===== config.mk =====
export PLATFORM = sky130hd
export DESIGN_NAME = uart8_tx_fifo_flat
export DESIGN_NICKNAME = d
export VERILOG_FILES = /design/src/rtl/uart8_pkg.sv /design/src/rtl/uart8_tx_fifo_if.sv /design/src/rtl/uart8_fifo_mem.sv /design/src/rtl/uart8_tx_fifo.sv /design/src/flat_wrapper.sv
export SDC_FILE = /design/constraint.sdc
export NUM_CORES = 1
export LEC_CHECK = 0
export CORE_MARGIN = 1.5
export CORE_UTILIZATION = 60
export DETAILED_ROUTE_END_ITERATION = 10
export PLACE_DENSITY = 0.79
export SKIP_CTS_REPAIR_TIMING = 1
export SLEW_MARGIN = 30
export SYNTH_ARGS = -nofsm -noshare
export SYNTH_HDL_FRONTEND = slang
export SYNTH_SLANG_ARGS = --single-unit
export TNS_END_PERCENT = 100

===== constraint.sdc =====
create_clock -name clk -period 3.4 [get_ports clk]
set_input_delay 0.51 -clock clk [delete_from_list [all_inputs] [get_ports clk]]
set_output_delay 0.51 -clock clk [all_outputs]
set_load 0.01 [all_outputs]

===== src/rtl/uart8_pkg.sv =====
// Shared types for the UART byte-transmit FIFO: drain FSM states and the
// width of the optional drop counter (UART8_TX_FIFO_STATS_EN).
package uart8_pkg;

    typedef enum logic [1:0] {
        IDLE  = 2'd0,
        START = 2'd1,
        WAIT  = 2'd2
    } txState_t;

    localparam int DROP_CNT_W = 16;

    function automatic logic [DROP_CNT_W-1:0] satInc(input logic [DROP_CNT_W-1:0] v);
        return (&v) ? v : v + DROP_CNT_W'(1);
    endfunction

endpackage


===== src/rtl/uart8_tx_fifo_if.sv =====
// Transmitter-side handshake between the FIFO drain logic (master) and a
// byte-wide UART transmitter (slave).
interface uart8_tx_fifo_if;

    logic       txStart;
    logic [7:0] txData;
    logic       txBusy;

    modport master (output txStart, output txData, input txBusy);
    modport slave  (input txStart, input txData, output txBusy);

endinterface


===== src/rtl/uart8_fifo_mem.sv =====
// DEPTH x 8 byte store: one write port, one registered read port.
// The read register is reset so the transmitter sees 0x00 after reset.
module uart8_fifo_mem #(
    parameter int DEPTH = 16,
    parameter int AW    = $clog2(DEPTH)
) (
    input  logic          clk,
    input  logic          rst,
    input  logic          wrEn,
    input  logic [AW-1:0] wrAddr,
    input  logic [7:0]    wrData,
    input  logic          rdEn,
    input  logic [AW-1:0] rdAddr,
    output logic [7:0]    rdData
);

    logic [7:0] mem [DEPTH];

    always_ff @(posedge clk) begin
        if (wrEn) begin
            mem[wrAddr] <= wrData;
        end
    end

    // Read-first: a pop of the slot being overwritten by a same-cycle push
    // (full FIFO) returns the old head byte.
    always_ff @(posedge clk or posedge rst) begin
        if (rst) begin
            rdData <= '0;
        end else if (rdEn) begin
            rdData <= mem[rdAddr];
        end
    end

endmodule


===== src/rtl/uart8_tx_fifo.sv =====
// Byte FIFO that feeds a UART transmitter through a start/busy handshake.
// Define UART8_TX_FIFO_STATS_EN to add the saturating dropCount output.
module uart8_tx_fifo
    import uart8_pkg::*;
#(
    parameter int DEPTH         = 16,
    parameter int START_TIMEOUT = 65535
) (
    input  logic                   clk,
    input  logic                   rst,
    input  logic                   en,
    input  logic                   wrEn,
    input  logic [7:0]             wrData,
    output logic                   full,
    output logic                   empty,
    output logic [$clog2(DEPTH):0] level,
    output logic                   overflow,
    output logic                   txErr,
    input  logic                   clrErr,
    uart8_tx_fifo_if.master        txIf
`ifdef UART8_TX_FIFO_STATS_EN
    ,
    output logic [DROP_CNT_W-1:0]  dropCount
`endif
);

    localparam int AW          = $clog2(DEPTH);
    localparam int LW          = AW + 1;
    localparam int TW          = (START_TIMEOUT > 1) ? $clog2(START_TIMEOUT) : 1;
    localparam int SYNC_STAGES = 2;

    txState_t          stateReg, stateNext;
    logic [TW-1:0]     cntReg, cntNext;
    logic [AW-1:0]     wrPtrReg, rdPtrReg;
    logic [LW-1:0]     levelReg;
    logic              overflowReg, txErrReg;
    logic [SYNC_STAGES-1:0] busySyncReg;

    logic busy, pop, push, drop, timeoutHit;

    // txBusy may come from a slower clock domain. The synchronizer resets to
    // "busy" so a transmitter still running across our reset is waited out.
    always_ff @(posedge clk or posedge rst) begin
        if (rst) begin
            busySyncReg <= '1;
        end else begin
            busySyncReg <= {busySyncReg[SYNC_STAGES-2:0], txIf.txBusy};
        end
    end
    assign busy = busySyncReg[SYNC_STAGES-1];

    assign full  = (levelReg == LW'(DEPTH));
    assign empty = (levelReg == '0);
    assign level = levelReg;

    assign pop  = (stateReg == IDLE) && en && !empty && !busy;
    assign push = wrEn && (!full || pop);
    assign drop = wrEn && full && !pop;

    uart8_fifo_mem #(
        .DEPTH (DEPTH)
    ) u_mem (
        .clk    (clk),
        .rst    (rst),
        .wrEn   (push),
        .wrAddr (wrPtrReg),
        .wrData (wrData),
        .rdEn   (pop),
        .rdAddr (rdPtrReg),
        .rdData (txIf.txData)
    );

    always_ff @(posedge clk or posedge rst) begin
        if (rst) begin
            wrPtrReg <= '0;
            rdPtrReg <= '0;
            levelReg <= '0;
        end else begin
            if (push) wrPtrReg <= wrPtrReg + AW'(1);
            if (pop)  rdPtrReg <= rdPtrReg + AW'(1);
            if (push && !pop) begin
                levelReg <= levelReg + LW'(1);
            end else if (pop && !push) begin
                levelReg <= levelReg - LW'(1);
            end
        end
    end

    always_ff @(posedge clk or posedge rst) begin
        if (rst) begin
            stateReg <= IDLE;
            cntReg   <= '0;
        end else begin
            stateReg <= stateNext;
            cntReg   <= cntNext;
        end
    end

    always_comb begin
        stateNext  = stateReg;
        cntNext    = cntReg;
        timeoutHit = 1'b0;
        unique case (stateReg)
            IDLE: begin
                if (pop) begin
                    stateNext = START;
                    cntNext   = '0;
                end
            end
            START: begin
                if (busy) begin
                    stateNext = WAIT;
                end else if (cntReg == TW'(START_TIMEOUT - 1)) begin
                    // Transmitter never answered: give up on this byte.
                    stateNext  = IDLE;
                    timeoutHit = 1'b1;
                end else begin
                    cntNext = cntReg + TW'(1);
                end
            end
            WAIT: begin
                if (!busy) stateNext = IDLE;
            end
            default: stateNext = IDLE;
        endcase
    end

    assign txIf.txStart = (stateReg == START);

    // Sticky flags: a new event in the same cycle as clrErr keeps the flag set.
    always_ff @(posedge clk or posedge rst) begin
        if (rst) begin
            overflowReg <= 1'b0;
            txErrReg    <= 1'b0;
        end else begin
            if (drop)        overflowReg <= 1'b1;
            else if (clrErr) overflowReg <= 1'b0;
            if (timeoutHit)  txErrReg <= 1'b1;
            else if (clrErr) txErrReg <= 1'b0;
        end
    end

    assign overflow = overflowReg;
    assign txErr    = txErrReg;

`ifdef UART8_TX_FIFO_STATS_EN
    logic [DROP_CNT_W-1:0] dropCntReg;

    always_ff @(posedge clk or posedge rst) begin
        if (rst) begin
            dropCntReg <= '0;
        end else if (drop) begin
            dropCntReg <= clrErr ? DROP_CNT_W'(1) : satInc(dropCntReg);
        end else if (clrErr) begin
            dropCntReg <= '0;
        end
    end

    assign dropCount = dropCntReg;
`endif

endmodule


===== src/flat_wrapper.sv =====
// flat-port wrapper written by rule: the top's interface ports become plain ports
module uart8_tx_fifo_flat import uart8_pkg::*;
#(
    parameter int DEPTH         = 16,
    parameter int START_TIMEOUT = 65535
)
  (clk, rst, en, wrEn, wrData, full, empty, level, overflow, txErr, clrErr, txIf_txStart, txIf_txData, txIf_txBusy);
  uart8_tx_fifo_if txIf_i ();
  input  logic clk;
  input  logic rst;
  input  logic en;
  input  logic wrEn;
  input  logic [7:0] wrData;
  output logic full;
  output logic empty;
  output logic [$clog2(DEPTH):0] level;
  output logic overflow;
  output logic txErr;
  input  logic clrErr;
  output wire logic [$bits(txIf_i.txStart)-1:0] txIf_txStart;
  output wire logic [$bits(txIf_i.txData)-1:0] txIf_txData;
  input wire logic [$bits(txIf_i.txBusy)-1:0] txIf_txBusy;
  assign txIf_txStart = txIf_i.txStart;
  assign txIf_txData = txIf_i.txData;
  assign txIf_i.txBusy = txIf_txBusy;
  uart8_tx_fifo #(.DEPTH(DEPTH), .START_TIMEOUT(START_TIMEOUT)) u_core (.clk(clk), .rst(rst), .en(en), .wrEn(wrEn), .wrData(wrData), .full(full), .empty(empty), .level(level), .overflow(overflow), .txErr(txErr), .clrErr(clrErr), .txIf(txIf_i));
endmodule

==> reports/metrics.cfg, run 1 <==
[final_layout]
fin_nets=487
num_antenna_cells=0
fin_cells=617
drive_above_1_share_pct=17.7
postLayoutCoreUtil_pct=70.9
area_growth_pct=15.0

[logic_synthesis]
synth-seq-area-share_pct=69.6
yosys_warnings=0
synthTopCellsByArea=edfxtp_1, dfrtp_1, mux4_2, mux2i_1, ha_1
yosys-top-cells-count=edfxtp_1, dfrtp_1, mux4_2
synthFlopType=edfxtp_1
syn_area_per_cell_sq_um=16.9
synth_nets=444
ys_seq_elements=171
async_reset_ff_share_pct=25.1
netlist_area_sq_mm=0.00708
ys_types=46
yosysMostFrequentCell=edfxtp_1
synth_top_area_cell=edfxtp_1
synth-edff-count=128
synth.top_cell.area_share_pct=54.3
syn_inst=418

[clocking]
clkTransAtPathRegs_ps=60
clkSinkCount=171
root_buffer=clkbuf_16
insertion_delay_ps=430
clockBufferDepth=2
cts_tree=yes
htree_levels=4
cts-buffers-inserted=17

[power_and_ir_drop]
swShare_pct=28.9
leakagePower_uw=0.00286
power_density_mw_per_mm2=767
p_seq_share_pct=45.2
p_total_uw=6240
combinationalPowerShare_pct=24.6
p_int_uw=4440
switching_power_uw=1810
power_frac_clock_pct=30.2
ir_drop_uv=621

[place]
gp_congestion=0.775
port_buffers=31
dp_hpwl_microns=8520
dpl.cell_count=585
pre_cts_slack_ps=63.8

[worst_setup_path]
r2r_start=u_core.level[1]
crit_path_max_fanout=7
r2r_slack_ps=420
worstPathRequired_ps=3710
timing.rr.end=u_core.level[4]
crit_type=flop to flop
crit_path_end_kind=flop
start_kind=flop
reg2regPathDepth=12
crit_arrival_ps=3290

[detailed_routing]
avgRoutedWirePerCell_microns=22.9
via_per_inst=6.39
drt_iter0_drc=372
drc=0
drt_wl_total_microns=14100
drtPass1Iterations=7
vias=3942
drtAntennaViolNets=0

[floorplanning]
core_area_sq_mm=0.0115
die_w_microns=112
fp.dieH_microns=112
start_util_pct=61.7
core.rowCount=39
design.portCount=32
die_area_sq_mm=0.0125

[sta]
setup_tns_ps=0
setup_viol=0
slew_headroom_pct=41.1
finalMaxSlewViolations=0
fin_crit_sh_pct=87.7
final-hold-violation-count=0
fmax_mhz=335
rsz0062_at_grt=false
skew_ps=11.8
finalWorstPathRequiredPeriod_ps=2980
tightest_slew_ps=876
fin_ws_ps=417

[min_path]
hp-class=flop to flop
min_path_cells=0
hold-path-endpoint=u_core.busySyncReg[1]
min_from=u_core.busySyncReg[0]

[global_routing]
grt_usage_pct=24.6
grt_pass1_vias=3972
grt_first_pass_wirelength_microns=22200
grt_max_degree=44
grt_antenna_before_repair=0
grt_overflow_total=0

[run_status]
outcome=complete, no violations

[job]
maxCapViolCount=0

-- critical path, cell delays in order (launching register included) --
cell	delay (ps)
dfrtp_1	430
or3_1	480
nor4b_2	270
nand2b_1	230
inv_2	100
ha_1	230
inv_1	140
ha_1	290
a21o_1	190
a21oi_1	170
xnor2_1	130
nor2_1	60
xor2_1	140
-- cells by family after synthesis --
family | share of synthesized area, %
buffers and inverters | 1.84
flip-flops | 69.6
adder cells (fa/ha/maj) | 2.23
XOR/XNOR | 1.24
multiplexers | 13.2
AND/OR/NAND/NOR | 6.90
AO/OA/AOI/OAI | 5.08
-- how the worst max path moves through the flow --
stage                         start               to  slack [ps]  cells past startpoint
floorplan           u_core.level[1]  u_core.level[4]         390                     13
global placement                 en  u_core.level[4]          80                     13
detailed placement               en  u_core.level[4]          60                     13
CTS                 u_core.level[1]  u_core.level[4]         410                     12
global route        u_core.level[1]  u_core.level[4]         160                     12
finish              u_core.level[1]  u_core.level[4]         420                     12
-- power groups by stage --
stage,logic [uW],registers [uW],clock network (uW)
global placement,1490,2840,0
finish,1540,2820,1880
floorplan,1100,2750,0
global route,1660,2860,1980
detailed placement,1540,2860,0
CTS,1550,2830,1900
-- state kept, by name, indices dropped and copies added (netlist names) --
signal               cells
u_core.overflow          1
u_core.level             5
u_core.cntReg           16
u_core.busySyncReg       2
u_core.stateReg          2
u_core.wrPtrReg          4
u_core.u_mem.mem       128
u_core.txErr             1
u_core.rdPtrReg          4
u_core.u_mem.rdData      8
-- per-stage QoR --
| stage | area [sq um] | hold WS (ps) |
|---|---|---|
| after CTS | 8130 | 361 |
| after floorplan | 7080 | 345 |
| final | 8140 | 362 |
| after global routing | 8140 | 364 |
| after detailed placement | 7560 | 347 |
| after global placement | 7560 | 346 |
-- metal layers --
metal / routed length [microns] / track usage (%) / vias up
met5: 0 / 0 / -
met3: 1090 / 6.15 / 27
met2: 7070 / 39.5 / 179
met1: 5650 / 32.9 / 2008
li1: - / - / 1728
met4: 331 / 9.54 / 0
-- area by class of cell --
type                    instances  area, sq um
flip-flops and latches        171         4920
repair buffers                 41          385
multi-input cells             218         2020
fillers                       697         3330
well taps                     143          179
clock buffers                  21          470
inverters                      12         46.3
clock inverters                11          108
-- cells in the final DEF (no fill, tap or decap), types with 10 or more instances in the layout --
cell type and instances:
and2_1 18, buf_4 10, clkbuf_16 17, clkdlybuf4s50_1 31
dfrtp_1 40, edfxtp_1 128, ha_1 11, mux2i_1 15
mux4_2 30, nand2_1 25, nor2_1 11, o21ai_1 16
Power figures use the tool's default switching activity.
==> inputs of run 2 (changes only) <==
--- a/config.mk
+++ b/config.mk
@@ -6,9 +6,9 @@
 export NUM_CORES = 1
 export LEC_CHECK = 0
 export CORE_MARGIN = 1.5
-export CORE_UTILIZATION = 60
+export CORE_UTILIZATION = 50
 export DETAILED_ROUTE_END_ITERATION = 10
-export PLACE_DENSITY = 0.79
+export PLACE_DENSITY = 0.68
 export SKIP_CTS_REPAIR_TIMING = 1
 export SLEW_MARGIN = 30
 export SYNTH_ARGS = -nofsm -noshare
==> run 2 against run 1 <==
Compared with the run above: total power grew 0.94%; critical path depth is the same; via count shrank 4.7%; flip-flop and latch count is the same; critical endpoint unchanged; largest cell class unchanged; highest routed layer unchanged.
==> reports/metrics.cfg, run 2 (synthesis gave the netlist of run 1 again) <==
[run_status]
outcome=complete, no violations

[clocking]
clkTransAtPathRegs_ps=70  ; about the same
insertion_delay_ps=430  ; about the same
htree_levels=4  ; unchanged
root_buffer=clkbuf_16
clkSinkCount=171  ; unchanged
clockBufferDepth=2  ; unchanged
cts_tree=yes
cts-buffers-inserted=17  ; unchanged

[detailed_routing]
highest_layer=met4
drtPass1Iterations=5  ; -2
wl_met1_microns=5840  ; +3.3%
vias=3757  ; -4.7%
drt_iter0_drc=284  ; -24%
wl_met2_microns=6710  ; -5.0%
dr_wl_met3_microns=513  ; -53%
avgRoutedWirePerCell_microns=20.5  ; -11%
drt_wl_total_microns=13400  ; -5.2%
drtAntennaViolNets=0  ; unchanged
via_per_inst=5.74  ; -10%
drc=0  ; unchanged

[final_layout]
layout_common_cells=edfxtp_1, dfrtp_1, clkdlybuf4s50_1
fin_nets=488  ; +0.21%
num_antenna_cells=0  ; unchanged
fill_cells=998  ; +43%
postLayoutCoreUtil_pct=59.4  ; -12 points
drive_above_1_share_pct=17.7  ; -0.037 points
area_growth_pct=16.1
largest_reg_flops=128  ; unchanged
top_regs=u_core.u_mem.mem (128), u_core.cntReg (16), u_core.u_mem.rdData (8)
final_common_cell=edfxtp_1
largest-register=u_core.u_mem.mem

[worst_setup_path]
path_cells=or3_1, nor4b_2, nand2b_1, inv_2, ha_1, inv_1, ha_1, a21o_1, a21oi_1, xnor2_1, nor2_1, xor2_1
cp_slowest_cell=or3_1
start_kind=flop
slowest_delay_ps=490  ; about the same
critPathBufInv=2  ; unchanged
crit_path_frequent_cell=ha_1
reg2regPathDepth=12  ; unchanged
crit_path_max_fanout=7  ; unchanged
worstPathRequired_ps=3710  ; about the same
cp_num_cells=12  ; unchanged
crit_type=flop to flop
crit_arrival_ps=3310  ; +20 ps
crit_family=simple AND/OR/NAND/NOR gates
crit_path_end_kind=flop

[min_path]
min_path_cells=0  ; unchanged
hp-class=flop to flop

[floorplanning]
start_util_pct=51.2  ; -11 points
die_w_microns=122  ; +9.3%
die_area_sq_mm=0.0149  ; +19%
fp.dieH_microns=122  ; +9.3%
core.rowCount=43  ; +10%
core_area_sq_mm=0.0138  ; +21%
design.portCount=32  ; unchanged

[place]
port_buffers=31  ; unchanged
dp_hpwl_microns=8650  ; +1.5%
gp_congestion=0.749  ; -3.3%

[global_routing]
grt_overflow_total=0  ; unchanged
grt_first_pass_wirelength_microns=21300  ; -4.1%
grt_max_degree=44  ; unchanged
grt_pass1_vias=3896  ; -1.9%
grt_antenna_before_repair=0  ; unchanged
grt_usage_pct=20.0  ; -4.5 points

[power_and_ir_drop]
leakagePower_uw=0.00289  ; +0.74%
power_density_mw_per_mm2=767  ; about the same
ir_drop_uv=423  ; -32%

[sta]
rsz0062_at_grt=false
whs_ps=363  ; +1.04 ps
final-hold-violation-count=0  ; unchanged
tightest_slew_ps=774  ; -102 ps
finalMaxSlewViolations=0  ; unchanged
finalWorstPathRequiredPeriod_ps=3000  ; +12.8 ps
slew_headroom_pct=48.4  ; +7.3 points
fmax_mhz=334  ; -0.43%
fin_crit_sh_pct=88.1  ; +0.38 points
skew_ps=8.04  ; -3.75 ps
setup_viol=0  ; unchanged
setup_tns_ps=0  ; unchanged

[job]
maxCapViolCount=0  ; unchanged

[run 2: metal layers]
metal  vias up  track usage [%]
met5         -                0
met3        24             4.31
met2        75             31.5
li1       1732                -
met1      1926             26.6
met4         0             10.1
[run 2: final cells by class]
cell class / instances / area (sq um) / share of cell area, %
inverters: 12 / 46.3 / 0.564
repair buffers: 42 / 405 / 4.94
flip-flops and latches: 171 / 4920 / 59.9
clock inverters: 14 / 160 / 1.95
clock buffers: 18 / 429 / 5.23
well taps: 180 / 225 / 2.74
multi-input cells: 218 / 2020 / 24.6
[run 2: metrics by stage]
step | worst slack (ps) | total power, uW | cell area [sq um] | instances
2_1_floorplan | 390 | 3860 | 7080 | 418
3_3_place_gp | 62.2 | 4380 | 7620 | 623
3_5_place_dp | 16.6 | 4430 | 7620 | 623
4_1_cts | 395 | 6370 | 8210 | 655
5_1_grt | 164 | 6590 | 8210 | 655
6_report | 404 | 6300 | 8210 | 655
[run 2: power breakdown]
part	internal [uW]	leakage, uW	switching, uW
clock	1100	0.000292	836
sequential	2550	0.00171	222
combinational	832	0.000885	766
[run 2: path summary, 6_finish.rpt]
check	start	endpoint	slack [ps]
max	u_core.level[1]	u_core.level[4]	400
min	u_core.busySyncReg[0]	u_core.busySyncReg[1]	360
max reg2reg	u_core.level[1]	u_core.level[4]	400
min reg2reg	u_core.busySyncReg[0]	u_core.busySyncReg[1]	360
max in group asynchronous	rst	u_core.rdPtrReg[2]	2370
min in group asynchronous	rst	u_core.txErr	520
==> inputs of run 3 (changes only) <==
--- a/config.mk
+++ b/config.mk
@@ -5,6 +5,7 @@
 export SDC_FILE = /design/constraint.sdc
 export NUM_CORES = 1
 export LEC_CHECK = 0
+export CAP_MARGIN = 20
 export CORE_MARGIN = 1.5
 export CORE_UTILIZATION = 50
 export DETAILED_ROUTE_END_ITERATION = 10
==> results of run 3 <==
The final DEF is identical to that of run 2; final timing and power are the same.
